===== src/rtl/red_pitaya_pfd_stimulus.sv =====
// Dual NCO square-wave generator feeding the PFD s1/s2 inputs.
// Two phase accumulators with a relative start phase and an optional burst of N s1 periods.
`timescale 1ns/1ps
module red_pitaya_pfd_stimulus #(
    parameter int PHASEBITS = 32,
    parameter int CNTBITS   = 16
) (
    input  logic                 clk_i,
    input  logic                 rstn_i,
    input  logic [PHASEBITS-1:0] ftw1_i,
    input  logic [PHASEBITS-1:0] ftw2_i,
    input  logic [PHASEBITS-1:0] phase2_i,
    input  logic [CNTBITS-1:0]   burst_i,
    input  logic                 load_i,
    input  logic                 start_i,
    input  logic                 stop_i,
    output logic                 s1_o,
    output logic                 s2_o,
    output logic                 busy_o,
    output logic                 done_o,
    output logic [CNTBITS-1:0]   edges1_o
);

    localparam int MSB = PHASEBITS - 1;

    typedef enum logic {IDLE, RUN} state_t;

    state_t               state, state_nxt;
    logic [PHASEBITS-1:0] acc1, acc2, acc1_nxt, acc2_nxt;
    logic [PHASEBITS-1:0] ftw1, ftw2, ftw1_nxt, ftw2_nxt;
    logic [PHASEBITS-1:0] acc1_sum;
    logic [CNTBITS-1:0]   count, count_nxt, burst, burst_nxt;
    logic                 done_nxt;
    logic                 rise, fall;
    logic                 s1, s2, done;

    // MSB transitions of acc1 on the pending update define s1 edges
    assign acc1_sum = acc1 + ftw1;
    assign rise     = !acc1[MSB] &&  acc1_sum[MSB];
    assign fall     =  acc1[MSB] && !acc1_sum[MSB];

    always_comb begin
        state_nxt = state;
        acc1_nxt  = acc1;
        acc2_nxt  = acc2;
        ftw1_nxt  = ftw1;
        ftw2_nxt  = ftw2;
        count_nxt = count;
        burst_nxt = burst;
        done_nxt  = 1'b0;
        if (stop_i) begin
            if (state == RUN) begin
                state_nxt = IDLE;
                done_nxt  = 1'b1;
            end
        end else if (start_i) begin
            acc1_nxt  = '0;
            acc2_nxt  = phase2_i;
            count_nxt = '0;
            burst_nxt = burst_i;
            state_nxt = RUN;
        end else begin
            // New tuning words take effect from the next accumulation, keeping phase continuous
            if (load_i) begin
                ftw1_nxt = ftw1_i;
                ftw2_nxt = ftw2_i;
            end
            if (state == RUN) begin
                acc1_nxt = acc1_sum;
                acc2_nxt = acc2 + ftw2;
                if (rise)
                    count_nxt = count + 1'b1;
                if (fall && (burst != '0) && (count == burst)) begin
                    state_nxt = IDLE;
                    done_nxt  = 1'b1;
                end
            end
        end
    end

    always_ff @(posedge clk_i or negedge rstn_i) begin
        if (!rstn_i) begin
            state <= IDLE;
            acc1  <= '0;
            acc2  <= '0;
            ftw1  <= '0;
            ftw2  <= '0;
            count <= '0;
            burst <= '0;
            s1    <= 1'b0;
            s2    <= 1'b0;
            done  <= 1'b0;
        end else begin
            state <= state_nxt;
            acc1  <= acc1_nxt;
            acc2  <= acc2_nxt;
            ftw1  <= ftw1_nxt;
            ftw2  <= ftw2_nxt;
            count <= count_nxt;
            burst <= burst_nxt;
            // Outputs follow the accumulator MSB one cycle late and drop to 0 once out of RUN
            s1    <= (state == RUN) && acc1[MSB];
            s2    <= (state == RUN) && acc2[MSB];
            done  <= done_nxt;
        end
    end

    assign s1_o     = s1;
    assign s2_o     = s2;
    assign busy_o   = (state == RUN);
    assign done_o   = done;
    assign edges1_o = count;

endmodule


===== config.mk =====
export PLATFORM = sky130hd
export DESIGN_NAME = red_pitaya_pfd_stimulus
export DESIGN_NICKNAME = d
export VERILOG_FILES = /design/src/rtl/red_pitaya_pfd_stimulus.sv
export SDC_FILE = /design/constraint.sdc
export NUM_CORES = 1
export LEC_CHECK = 0
export ABC_CLOCK_PERIOD_IN_PS = 3600
export BUFFER_PORTS_ARGS = -buffer_cell sky130_fd_sc_hd__buf_4
export CAP_MARGIN = 25
export CORE_ASPECT_RATIO = 0.6
export CORE_UTILIZATION = 58
export CTS_CLUSTER_DIAMETER = 100
export DETAILED_ROUTE_END_ITERATION = 8
export GPL_TIMING_DRIVEN = 0
export PLACE_DENSITY = 0.8
export SLEW_MARGIN = 20
export SYNTH_ARGS = -nofsm -noshare
export SYNTH_HDL_FRONTEND = slang
export SYNTH_SLANG_ARGS = --single-unit

===== constraint.sdc =====
create_clock -name clk_i -period 3.6 [get_ports clk_i]
set_clock_uncertainty 0.15 [all_clocks]
set_input_delay 0.54 -clock clk_i [delete_from_list [all_inputs] [get_ports clk_i]]
set_output_delay 0.54 -clock clk_i [all_outputs]
set_load 0.01 [all_outputs]

==> results of run 1 <==
[flip-flops by register name (all words and copies together) (netlist names)]
name      count
ftw1         32
burst        16
edges1_o     16
busy_o        1
acc2         32
s2_o          1
done_o        1
s1_o          1
ftw2         32
acc1         32
[cells by family (layout without fill, tap and decap cells)]
logic type / count (synthesis) / count (layout) / share of synthesized area [%]
xor gates and xnor gates: 76 / 76 / 6.788
buffers and inverters: 59 / 229 / 2.309
adders and majority gates: 65 / 65 / 8.447
AOI/OAI and AO/OA: 287 / 287 / 18.13
DFF: 164 / 164 / 41.85
muxes: 70 / 70 / 7.949
and+or+nand+nor: 299 / 299 / 14.52
[per-layer routing]
| metal | vias to the layer above | global-route usage [%] | wire length [µm] | share of wire (%) |
|---|---|---|---|---|
| met4 | 0 | 10.60 | 520 | 2.0 |
| met2 | 414 | 46.15 | 10710 | 42 |
| met1 | 4116 | 45.43 | 12270 | 48 |
| li1 | 4003 | - | - | - |
| met3 | 54 | 4.952 | 2055 | 8.0 |
| met5 | - | 0 | 0 | 0 |
[placed cells by master (no fill, tap or decap), types with 4 or more instances in the layout]
cell                        instances
sky130_fd_sc_hd__dfrtp_1          164
sky130_fd_sc_hd__nand2_1          143
sky130_fd_sc_hd__buf_4            136
sky130_fd_sc_hd__o21ai_0           86
sky130_fd_sc_hd__a21oi_1           84
sky130_fd_sc_hd__mux2_2            63
sky130_fd_sc_hd__ha_1              63
sky130_fd_sc_hd__xor2_1            51
sky130_fd_sc_hd__nor2_1            49
sky130_fd_sc_hd__clkbuf_1          38
sky130_fd_sc_hd__a21o_1            27
sky130_fd_sc_hd__xnor2_1           25
sky130_fd_sc_hd__inv_1             17
sky130_fd_sc_hd__clkbuf_16         17
sky130_fd_sc_hd__nand4_1           16
sky130_fd_sc_hd__nand3_1           16
sky130_fd_sc_hd__and3_1            11
sky130_fd_sc_hd__o21a_1            10
sky130_fd_sc_hd__or3_1              9
sky130_fd_sc_hd__nor3_1             9
sky130_fd_sc_hd__nand2b_1           9
sky130_fd_sc_hd__and2_1             8
sky130_fd_sc_hd__o22ai_1            8
sky130_fd_sc_hd__inv_6              8
sky130_fd_sc_hd__nor4_1             7
sky130_fd_sc_hd__o31ai_1            7
sky130_fd_sc_hd__mux2i_1            7
sky130_fd_sc_hd__o211ai_1           6
sky130_fd_sc_hd__o21bai_1           6
sky130_fd_sc_hd__o21ai_1            5
sky130_fd_sc_hd__a211oi_1           5
sky130_fd_sc_hd__a31oi_1            4
sky130_fd_sc_hd__nand3b_1           4
sky130_fd_sc_hd__a22o_1             4
[power by group]
group / switching, mW / internal, mW
Combinational: 2.24 / 1.71
Sequential: 0.321 / 2.30
Clock: 0.822 / 0.926
[metrics by stage]
step / std cells / hold WS, ps / cell area (µm²)
global route: 1418 / 134.9 / 11730
floorplan: 1020 / 94.41 / 9806
finish: 1418 / 139.8 / 11730
global placement: 1384 / 319.9 / 11110
detailed placement: 1385 / 326.8 / 11150
CTS: 1418 / 137.0 / 11710
[final cells by class]
| cell class | count | area [µm²] | area share [%] |
|---|---|---|---|
| Tap cell | 228 | 285.3 | 2.433 |
| Buffer | 42 | 162.7 | 1.387 |
| Multi-Input combinational cell | 797 | 5487 | 46.79 |
| Clock buffer | 19 | 442.9 | 3.778 |
| Inverter | 17 | 63.81 | 0.5442 |
| Timing Repair Buffer | 138 | 1066 | 9.092 |
| Sequential cell | 164 | 4104 | 35.00 |
| Clock inverter | 13 | 113.9 | 0.9711 |
[worst max-delay path, stage by stage (launching register included)]
cell and delay, ps:
sky130_fd_sc_hd__dfrtp_1 380, sky130_fd_sc_hd__ha_1 260, sky130_fd_sc_hd__inv_1 90, sky130_fd_sc_hd__fa_1 200, sky130_fd_sc_hd__nand2b_1 170, sky130_fd_sc_hd__a21oi_1 120
sky130_fd_sc_hd__o31ai_1 530, sky130_fd_sc_hd__a21o_1 350, sky130_fd_sc_hd__o31ai_1 140, sky130_fd_sc_hd__a221oi_1 510, sky130_fd_sc_hd__o21ai_0 230, sky130_fd_sc_hd__xnor2_1 190
sky130_fd_sc_hd__o22ai_1 90
[worst max-delay path by stage]
stage | to | slack, ps | cells after the start
floorplan | edges1_o[10]$_DFFE_PN0P_ | 640 | 11
global placement | acc1[30]$_DFFE_PN0P_ | 70 | 11
detailed placement | acc1[30]$_DFFE_PN0P_ | 40 | 11
CTS | acc1[30]$_DFFE_PN0P_ | 20 | 11
global route | acc2[26]$_DFFE_PN0P_ | 10 | 12
finish | acc2[26]$_DFFE_PN0P_ | 50 | 12
[what timing repair did]
action / CTS / global route
resized for setup: 0 / 4
endpoints found under the hold margin: 72 / 0
endpoints found under the setup margin: 0 / 4
hold buffers: 1 / 0
==> metrics.log, run 1 <==
INFO  metric run_status = completed
INFO  metric power.ir.vdd_worst = 0.3423 mV
INFO  metric fin_total_pwr = 8.322 mW
INFO  metric r2r_setup_slk = 50 ps
INFO  metric global_route.overflow_total = 0
INFO  metric relSlewSlack = 42.09%
INFO  metric yosys.area.top_type = sky130_fd_sc_hd__dfrtp_1
INFO  metric synth_seq_area_share = 41.85%
INFO  metric clock_buffers_created_by_tritoncts = 17
INFO  metric synthDistinctLibCells = 69
INFO  metric grt_first_pass_wirelength = 41.32 mm
INFO  metric tritoncts_num_sinks = 164
INFO  metric postLayoutCoreUtil = 71.51%
INFO  metric cap_violations = 0
INFO  metric fin_nets = 1359
INFO  metric unrepaired_setup_endpoints_after_global_routing = no
INFO  metric route.detailed.vias_per_inst = 6.056
INFO  metric synth-seq-cells = 164
INFO  metric floorplan.die.height = 102.7 µm
INFO  metric antenna_found_initial = 0
INFO  metric drc = 0
INFO  metric post-route-period-util = 98.72%
INFO  metric drt-wirelength-per-cell = 18.02 µm
INFO  metric cts_tree = built
INFO  metric synth-main-ff-cell = sky130_fd_sc_hd__dfrtp_1
INFO  metric yosys.cell_count.top_type = sky130_fd_sc_hd__dfrtp_1
INFO  metric dr.first_iter.drc_count = 782
INFO  metric synth-edff-count = 0
INFO  metric timing.setup.critical_path_class = flop to flop
INFO  metric clk_transition_reported_paths = 70 ps
INFO  metric io_buffer_count = 136
INFO  metric ioPinCount = 137
INFO  metric syn_inst = 1020
INFO  metric worstHoldPathType = input pin to flop
INFO  metric final_worst_setup_slack = 45.97 ps
INFO  metric finalHoldViolations = 0
INFO  metric finalSetupTns = 0 ps
INFO  metric fmaxAchievable = 281.4 MHz
INFO  metric critical_path_arrival = 3690 ps
INFO  metric worstSetupEndpointType = flop
INFO  metric first_pass_iters = 6
INFO  metric synth_area = 9806 µm²
INFO  metric ctsLongestPathBuffers = 2
INFO  metric clkLatencyLatePin = 430 ps
INFO  metric synth_area_per_cell = 9.613 µm²
INFO  metric dp_hpwl = 18.93 mm
INFO  metric num-fill-cells = 1274
INFO  metric coreArea = 16400 µm²
INFO  metric ff_to_ff_end = acc2[26]$_DFFE_PN0P_
INFO  metric p_per_area = 709.8 nW/µm²
INFO  metric worst_r2r_path_depth = 12
INFO  metric worst_pin_slew = 865.5 ps
INFO  metric crit_path_start = acc2[0]$_DFFE_PN0P_
INFO  metric synth_area_leaders = sky130_fd_sc_hd__dfrtp_1 (42%), sky130_fd_sc_hd__ha_1 (8.0%), sky130_fd_sc_hd__mux2_2 (7.2%), sky130_fd_sc_hd__nand2_1 (5.5%), sky130_fd_sc_hd__xor2_1 (4.6%)
INFO  metric chipWidth = 169.9 µm
INFO  metric holdCritStartpoint = burst_i[0]
INFO  metric first_global_vias = 8132
INFO  metric drive_gt1_share = 20.84%
INFO  metric synth_fp_nets = 1202
INFO  metric routabilityCongestion = 0.9309
INFO  metric critical_path.startpoint_type = flop
INFO  metric placement.setup.worst_slack = 38.79 ps
INFO  metric wirelength = 25.56 mm
INFO  metric crit-reg2reg-launch = acc2[0]$_DFFE_PN0P_
INFO  metric worst_hold_path.num_cells = 3
INFO  metric finalCriticalPeriod = 3554 ps
INFO  metric synth-async-reset-ratio = 100.0%
INFO  metric largest_net_degree_at_the_start_of_global_routing = 93
INFO  metric die_area = 17450 µm²
INFO  metric insertedDiodeCount = 0
INFO  metric critical_path_peak_fanout = 5
INFO  metric synth_largest_type_area_fraction = 41.85%
INFO  metric cts.htree.levels = 4
INFO  metric static_leakage = 5.547 nW
INFO  metric maxSlewViolCount = 0
INFO  metric initial_utilization = 59.81%
INFO  metric finalSetupViolCount = 0
INFO  metric synth.cells.most_frequent = sky130_fd_sc_hd__dfrtp_1 (164), sky130_fd_sc_hd__nand2_1 (143), sky130_fd_sc_hd__o21ai_0 (87)
INFO  metric cts_post_setup_buffers_inserted = 0
INFO  metric layout_area_growth_over_synthesis = 19.57%
INFO  metric grt_use_total = 30.73%
INFO  metric placementRows = 36
INFO  metric worst_hold_path.endpoint = burst[0]$_DFFE_PN0P_
INFO  metric worst_endpoint_required_time = 3740 ps
INFO  metric num_vias = 8587
INFO  metric root_buffer = sky130_fd_sc_hd__clkbuf_16
INFO  metric postRouteAntennaNets = 0
INFO  metric ys_warn_count = 0
No activity file was read; power rests on OpenSTA's default activity.
==> run 2: changes to the inputs <==
--- a/config.mk
+++ b/config.mk
@@ -9,11 +9,11 @@
 export BUFFER_PORTS_ARGS = -buffer_cell sky130_fd_sc_hd__buf_4
 export CAP_MARGIN = 25
 export CORE_ASPECT_RATIO = 0.6
-export CORE_UTILIZATION = 58
+export CORE_UTILIZATION = 50
 export CTS_CLUSTER_DIAMETER = 100
 export DETAILED_ROUTE_END_ITERATION = 8
 export GPL_TIMING_DRIVEN = 0
-export PLACE_DENSITY = 0.8
+export PLACE_DENSITY = 0.71
 export SLEW_MARGIN = 20
 export SYNTH_ARGS = -nofsm -noshare
 export SYNTH_HDL_FRONTEND = slang
==> metrics.log, run 2 (synthesized netlist as in run 1, its figures left out) <==
INFO  metric drc = 0
INFO  metric static_leakage = 5.552 nW
INFO  metric worst_endpoint_required_time = 3750 ps
INFO  metric worstSetupEndpointType = flop
INFO  metric global_route.overflow_total = 0
INFO  metric worstHoldPathType = input pin to flop
INFO  metric clkLatencyLatePin = 440 ps
INFO  metric fin_total_pwr = 8.325 mW
INFO  metric root_buffer = sky130_fd_sc_hd__clkbuf_16
INFO  metric timing.critical_path.slowest_cell_delay = 420 ps
INFO  metric whs = 142.2 ps
INFO  metric antenna_found_initial = 0
INFO  metric power.ir.vdd_worst = 0.3948 mV
INFO  metric layout_area_growth_over_synthesis = 20.40%
INFO  metric grt_use_total = 25.87%
INFO  metric relSlewSlack = 41.22%
INFO  metric finalSetupViolCount = 0
INFO  metric coreArea = 19130 µm²
INFO  metric placementRows = 39
INFO  metric floorplan.die.height = 110.5 µm
INFO  metric drive_gt1_share = 20.89%
INFO  metric timing.setup.critical_path_class = flop to flop
INFO  metric post-route-period-util = 93.85%
INFO  metric chipWidth = 182.8 µm
INFO  metric first_global_vias = 7690
INFO  metric fin_nets = 1361
INFO  metric layout_common_cells = sky130_fd_sc_hd__dfrtp_1 (164), sky130_fd_sc_hd__nand2_1 (143), sky130_fd_sc_hd__buf_4 (138), sky130_fd_sc_hd__o21ai_0 (86), sky130_fd_sc_hd__a21oi_1 (84)
INFO  metric finalHoldViolations = 0
INFO  metric cts.htree.levels = 4
INFO  metric cap_violations = 0
INFO  metric layout_commonest_cell = sky130_fd_sc_hd__dfrtp_1
INFO  metric dp_hpwl = 19.04 mm
INFO  metric postRouteAntennaNets = 0
INFO  metric clk_transition_reported_paths = 70 ps
INFO  metric die_area = 20190 µm²
INFO  metric clock_buffers_created_by_tritoncts = 17
INFO  metric insertedDiodeCount = 0
INFO  metric first_pass_iters = 5
INFO  metric largest_net_degree_at_the_start_of_global_routing = 98
INFO  metric drt-wirelength-per-cell = 17.34 µm
INFO  metric routabilityCongestion = 0.9118
INFO  metric grt_first_pass_wirelength = 40.79 mm
INFO  metric cts_tree = built
INFO  metric initial_utilization = 51.26%
INFO  metric ctsLongestPathBuffers = 2
INFO  metric placement.setup.worst_slack = 80.18 ps
INFO  metric wirelength = 25.29 mm
INFO  metric tritoncts_num_sinks = 164
INFO  metric ioPinCount = 137
INFO  metric path_common_cell = sky130_fd_sc_hd__o21ai_1
INFO  metric fmaxAchievable = 296.0 MHz
INFO  metric critical_path.startpoint_type = flop
INFO  metric p_per_area = 705.2 nW/µm²
INFO  metric route.detailed.vias_per_inst = 5.632
INFO  metric maxSlewViolCount = 0
INFO  metric crit_path_top_delay_cell = sky130_fd_sc_hd__fa_1
INFO  metric unrepaired_setup_endpoints_after_global_routing = no
INFO  metric finalSetupTns = 0 ps
INFO  metric io_buffer_count = 136
INFO  metric finalCriticalPeriod = 3378 ps
INFO  metric sequence_of_cells_on_the_critical_path = ha_1 -> fa_1 -> a21o_1 -> a311oi_1 -> o31a_1 -> o41ai_1 -> o21ai_1 -> o21ai_1 -> a41oi_1 -> xor2_1 -> o21ai_1
INFO  metric final_worst_setup_slack = 221.6 ps
INFO  metric critical_path_peak_fanout = 4
INFO  metric run_status = completed
INFO  metric dr.first_iter.drc_count = 678
INFO  metric num_vias = 8211
INFO  metric critical_path_arrival = 3530 ps
INFO  metric worst_pin_slew = 878.4 ps
run 2: cell count changes in the layout (fill, tap and decap cells not counted), sizes merged:
cell / delta
inv: -5
clkinvlp: +3
buf: +2
bufinv: +1
clkbuf: +1
run 2: area by class of cell:
class / count / area, µm²
Tap cell: 266 / 332.8
Clock buffer: 20 / 466.7
Sequential cell: 164 / 4104
Clock inverter: 12 / 120.1
Timing Repair Buffer: 140 / 1081
Buffer: 42 / 162.7
Inverter: 17 / 63.81
Fill cell: 1665 / 7322
Multi-Input combinational cell: 797 / 5475
run 2: where the power goes:
part | switching, mW | internal (mW) | total, mW
Clock | 0.808 | 1.02 | 1.83
Combinational | 2.17 | 1.71 | 3.88
Sequential | 0.320 | 2.30 | 2.62
Total | 3.30 | 5.03 | 8.33
run 2: routing by layer:
| layer | vias to the layer above | share of wire [%] | global-route usage [%] |
|---|---|---|---|
| met3 | 22 | 6.2 | 4.255 |
| met1 | 3898 | 52 | 41.59 |
| met4 | 0 | 0.98 | 6.611 |
| li1 | 4010 | - | - |
| met2 | 281 | 41 | 35.42 |
| met5 | - | 0 | 0 |
run 2: final timing paths:
path / from / to / slack [ps] / cells after the start
setup / recovery: acc1[0]$_DFFE_PN0P_ / acc1[30]$_DFFE_PN0P_ / 220 / 11
hold / removal: burst_i[6] / burst[6]$_DFFE_PN0P_ / 140 / 3
setup reg to reg: acc1[0]$_DFFE_PN0P_ / acc1[30]$_DFFE_PN0P_ / 220 / 11
hold reg to reg: acc1[21]$_DFFE_PN0P_ / acc1[21]$_DFFE_PN0P_ / 340 / 2
max in group asynchronous: rstn_i / ftw2[28]$_DFFE_PN0P_ / 1950 / 3
min in group asynchronous: rstn_i / burst[14]$_DFFE_PN0P_ / 510 / 2
run 2: timing repair:
item	4_1_cts	5_1_grt
gates resized for setup	0	1
hold buffers	1	0
endpoints found under the hold margin	67	0
setup endpoints to repair	0	3
buffers inserted	0	2
run 2: critical path: cells and delay by family (launching register included):
| family | cells | cell delay (ps) |
|---|---|---|
| adders and majority gates | 2 | 670 |
| xor gates and xnor gates | 1 | 180 |
| AOI/OAI and AO/OA | 8 | 1840 |
| DFF | 1 | 390 |
run 2: stage by stage:
step                std cells  cell area [µm²]  util, %
detailed placement       1423            11190    58.52
global placement         1422            11160    58.34
global route             1458            11810    61.72
floorplan                1020             9806        -
CTS                      1456            11790    61.64
finish                   1458            11810    61.72
